## config.mk

```make
export PLATFORM = sky130hd
export DESIGN_NAME = alu_arbiter
export DESIGN_NICKNAME = d
export VERILOG_FILES = /design/src/rtl/alu_arbiter.sv
export SDC_FILE = /design/constraint.sdc
export NUM_CORES = 1
export LEC_CHECK = 0
export CAP_MARGIN = 20
export CELL_PAD_IN_SITES_DETAIL_PLACEMENT = 1
export CELL_PAD_IN_SITES_GLOBAL_PLACEMENT = 1
export CORE_ASPECT_RATIO = 0.9
export CORE_MARGIN = 4
export CORE_UTILIZATION = 25
export DETAILED_ROUTE_END_ITERATION = 7
export PLACE_DENSITY_LB_ADDON = 0.3
export SYNTH_ARGS = -nofsm -noshare
export SYNTH_HDL_FRONTEND = slang
export SYNTH_SLANG_ARGS = --single-unit
```

## constraint.sdc

```tcl
create_clock -name clk_i -period 1.3 [get_ports clk_i]
set_input_delay 0.26 -clock clk_i [delete_from_list [all_inputs] [get_ports clk_i]]
set_output_delay 0.26 -clock clk_i [all_outputs]
set_load 0.02 [all_outputs]
```

## src/rtl/alu_arbiter.sv

```systemverilog
// Shares one ALU between two requesters (0 = main datapath, 1 = auxiliary unit).
// Round-robin grant, valid/ready on both request and response sides.
// Operands, control code and result are all registered, so one operation
// takes three cycles: accept, execute, respond.
//
// state | meaning
// ------+--------------------------------------------------------------
// IDLE  | waiting for a request; grant offered combinationally
// EXEC  | ALU evaluates latched operands; result captured at cycle end
// RESP  | response held to the owner until it raises its rsp_ready
module alu_arbiter #(
    parameter int unsigned WIDTH  = 32,
    parameter int unsigned CTRL_W = 4
) (
    input  logic              clk_i,
    input  logic              rst_n_i,
    input  logic [1:0]        req_valid_i,
    output logic [1:0]        req_ready_o,
    input  logic [WIDTH-1:0]  req_x0_i,
    input  logic [WIDTH-1:0]  req_x1_i,
    input  logic [WIDTH-1:0]  req_y0_i,
    input  logic [WIDTH-1:0]  req_y1_i,
    input  logic [CTRL_W-1:0] req_ctrl0_i,
    input  logic [CTRL_W-1:0] req_ctrl1_i,
    output logic [WIDTH-1:0]  alu_x_o,
    output logic [WIDTH-1:0]  alu_y_o,
    output logic [CTRL_W-1:0] alu_control_o,
    input  logic [WIDTH-1:0]  alu_resultado_i,
    input  logic              alu_zero_i,
    output logic [1:0]        rsp_valid_o,
    input  logic [1:0]        rsp_ready_i,
    output logic [WIDTH-1:0]  rsp_result_o,
    output logic              rsp_zero_o,
    output logic              busy_o
);

    typedef enum logic [1:0] {
        S_IDLE = 2'd0,
        S_EXEC = 2'd1,
        S_RESP = 2'd2
    } state_e;

    state_e             state_q;
    logic [WIDTH-1:0]   x_q;
    logic [WIDTH-1:0]   y_q;
    logic [CTRL_W-1:0]  ctrl_q;
    logic               owner_q;
    logic               last_grant_q;
    logic [WIDTH-1:0]   rsp_result_q;
    logic               rsp_zero_q;
    logic [1:0]         rsp_valid_q;

    logic [1:0]         grant_d;
    logic               handshake_d;
    logic               winner_d;

    // Round-robin grant: a lone requester wins outright; on contention the
    // requester that did not win last time is preferred.
    always_comb begin
        grant_d = 2'b00;
        case (req_valid_i)
            2'b01:   grant_d = 2'b01;
            2'b10:   grant_d = 2'b10;
            2'b11:   grant_d = last_grant_q ? 2'b01 : 2'b10;
            default: grant_d = 2'b00;
        endcase
        req_ready_o = (state_q == S_IDLE) ? grant_d : 2'b00;
        handshake_d = |(req_valid_i & req_ready_o);
        winner_d    = grant_d[1];
    end

    // Sequencer: latch winner's operands, capture ALU result, hold response.
    always_ff @(posedge clk_i or negedge rst_n_i) begin
        if (!rst_n_i) begin
            state_q      <= S_IDLE;
            x_q          <= '0;
            y_q          <= '0;
            ctrl_q       <= '0;
            owner_q      <= 1'b0;
            last_grant_q <= 1'b1;
            rsp_result_q <= '0;
            rsp_zero_q   <= 1'b0;
            rsp_valid_q  <= 2'b00;
        end else begin
            case (state_q)
                S_IDLE: begin
                    if (handshake_d) begin
                        x_q          <= winner_d ? req_x1_i : req_x0_i;
                        y_q          <= winner_d ? req_y1_i : req_y0_i;
                        ctrl_q       <= winner_d ? req_ctrl1_i : req_ctrl0_i;
                        owner_q      <= winner_d;
                        last_grant_q <= winner_d;
                        state_q      <= S_EXEC;
                    end
                end
                S_EXEC: begin
                    rsp_result_q <= alu_resultado_i;
                    rsp_zero_q   <= alu_zero_i;
                    rsp_valid_q  <= owner_q ? 2'b10 : 2'b01;
                    state_q      <= S_RESP;
                end
                S_RESP: begin
                    // Only the owner's ready matters; the other requester's is ignored.
                    if (rsp_ready_i[owner_q]) begin
                        rsp_valid_q <= 2'b00;
                        state_q     <= S_IDLE;
                    end
                end
                default: begin
                    rsp_valid_q <= 2'b00;
                    state_q     <= S_IDLE;
                end
            endcase
        end
    end

    // ALU path is driven purely from the latched registers.
    always_comb begin
        alu_x_o       = x_q;
        alu_y_o       = y_q;
        alu_control_o = ctrl_q;
        rsp_valid_o   = rsp_valid_q;
        rsp_result_o  = rsp_result_q;
        rsp_zero_o    = rsp_zero_q;
        busy_o        = (state_q != S_IDLE);
    end

endmodule

```

==> flow_summary.toml <==
[cts]
cts_root_buf = "clkbuf_16"
cts_sinks = 107
clk_pin_slew_ps = 80
clk-insertion-delay-late_ps = 350
clk_path_buf_depth = 2
h-tree-depth = 3
cts_tree = "built"
cts_made_buffers = 9

[power]
internal-power_mw = 12.4
ir_worst_vdd_mv = 0.802
power_leakage_nw = 3.89
pwr-share-clk_pct = 13.5
p_per_area_nw_per_um2 = 2290
p_sw_mw = 8.98
combPwrFrac_pct = 58.8
finalPower_mw = 21.3
p_sw_share_pct = 42.1
p_seq_share_pct = 27.7

[floorplan]
pin_count = 281
initial_utilization_pct = 25.5
fp.dieArea_um2 = 21800
die_w_um = 155
rows = 48
fp.dieH_um = 141
core-area_um2 = 19200

[outcome]
violations = "negative setup slack"
status = "finished with violations"

[routing]
vias = 5399
drtIter0Drc = 179
wl_per_cell_um = 23.5
ant_nets = 0
viasPerCell = 5.14
first_pass_iters = 4
drc = 0
drt_wl_total_um = 24700

[job]
cap_violations = 0

[timing]
finalClockSkew_ps = 10.2
rsz0062_at_grt = "yes"
period_needed_ps = 1610
finalWorstSetupSlack_ps = -314
worst-slew-pin-transition_ps = 608
timing.fmax_mhz = 620
final_max_slew_viol_count = 0
setup_viol = 104
relSlewSlack_pct = 59.5
post-route-period-util_pct = 124
hold_viol_final = 0
fin_tns_setup_ps = -15430

[place]
io_buffers = 280
place.gp.congestion = 0.799
dp_hpwl_um = 14600

[synthesis]
ys_warn_count = 0
yosys.cell_count.top_type = "dfrtp_1"
synthesis.nets = 657
synth_common_cells = "106 x dfrtp_1, 70 x a21oi_1, 70 x nor2_1"
yosysTopAreaCell = "dfrtp_1"
netlist.area_leader.share_pct = 54.4
async_flop_share_pct = 100
synth_edf_count = 0
synthCells = 482
yosysSeqAreaShare_pct = 54.9
syn-cell-area_um2 = 4880
ys.flop_type = "dfrtp_1"
synth_area_leaders = "dfrtp_1 54%, o31ai_1 10%, mux2_2 7.6%, a21oi_1 7.2%, o21ai_0 6.7%"
ys_ff_latch = 107
yosysUniqueCellTypes = 25
syn_area_per_cell_um2 = 10.1

[global_routing]
grt_use_met2_pct = 33.8
grt-busiest-layer = "met2"
use_met3_pct = 5.00
grt_pass1_vias = 5825
grt_pass1_wl_um = 34200
antenna_found_initial = 0
grt_max_degree = 76
overflow = 0
grtUsageMet1_pct = 25.5
grt.total_usage_pct = 20.2

[hold_path]
hold_class = "input pin to flip-flop"

[layout]
drive_gt1_share_pct = 36.3
diodes = 0
areaGrowthSynthToFinish_pct = 90.9
final_nets = 971

[worst_setup_path]
cp.required_ps = 1040
critPathArrivalTime_ps = 1350
end_kind = "primary output"
startpoint_type = "flip-flop"
crit_type = "flip-flop to primary output"
cp_max_fo = 3
-- routing by layer --
layer / part of all wire (%) / up-vias
met2: 50 / 249
met1: 41 / 2722
li1: - / 2388
met3: 6.5 / 40
met4: 2.2 / 0
met5: 0 / -
-- sequential cells by signal, summed over array words and instances (netlist names) --
name / cells
rsp_zero_o: 1
state_q: 2
owner_q: 1
alu_y_o: 32
last_grant_q: 1
rsp_result_o: 32
rsp_valid_o: 2
alu_x_o: 32
alu_control_o: 4
-- layout make-up --
type	count	area, um2
Clock buffer	10	229
Clock inverter	6	70.1
Fill cell	2050	9850
Inverter	3	13.8
Multi-Input combinational cell	324	2270
Sequential cell	107	2680
Tap cell	250	313
Timing Repair Buffer	351	3740
-- cell families after synthesis --
| group | after synthesis | synth area share, % |
|---|---|---|
| AOI/OAI and AO/OA | 214 | 26.2 |
| buffers and inverters | 51 | 4.87 |
| DFF | 107 | 54.9 |
| muxes | 35 | 8.03 |
| and+or+nand+nor | 75 | 5.98 |
-- repair_timing --
action / in CTS / in global routing
gates cloned: 11 / 10
hold buffers: 1 / 0
pin swaps: 6 / 32
endpoints found under the hold margin: 106 / 0
buffers inserted: 13 / 9
resized for setup: 360 / 128
setup endpoints to repair: 209 / 154
-- power groups by stage --
| stage | Clock, mW | Sequential (mW) | Combinational, mW |
|---|---|---|---|
| finish | 2.88 | 5.91 | 12.6 |
| global route | 3.12 | 6.11 | 13.3 |
| CTS | 2.96 | 5.91 | 11.7 |
| detailed placement | 0 | 5.93 | 10.8 |
| global placement | 0 | 5.84 | 10.5 |
| floorplan | 0 | 7.79 | 3.51 |
-- critical path, cell delays in order (launching register included) --
cell	delay, ps
dfrtp_1	420
nor2_4	200
o21ai_4	100
a21oi_2	140
buf_6	140
-- metrics by stage --
stage	hold WS (ps)	setup WS [ps]	cells	util, %	instance area, um2
detailed placement	334	-775	993	42.2	8080
finish	466	-314	1051	48.6	9310
floorplan	-35.6	-111	482	-	4910
global placement	322	-673	993	42.2	8080
CTS	470	-297	1034	47.4	9080
global route	455	-413	1051	48.6	9310
-- cells in the final DEF (no fill, tap or decap), drive strengths merged, types with 6 or more instances in the layout --
cell / count
clkbuf: 29
a21oi: 70
nor2: 71
o31ai: 68
dfrtp: 106
o21ai: 69
inv: 6
clkdlybuf4s15: 49
buf: 110
mux2: 33
clkdlybuf4s50: 171
-- path summary, 6_finish.rpt --
kind | start | endpoint | slack [ps] | cells after the start
worst max-delay path | state_q[0] | req_ready_o[1] | -310 | 4
worst min-delay path | req_valid_i[0] | owner_q | 470 | 4
worst max register to register | last_grant_q | alu_y_o[28] | -270 | 6
worst min register to register | rsp_result_o[3] | rsp_result_o[3] | 510 | 1
max in group asynchronous | rst_n_i | last_grant_q | 420 | 3
min in group asynchronous | rst_n_i | alu_x_o[8] | 510 | 3
(Power assumes the default switching activity.)
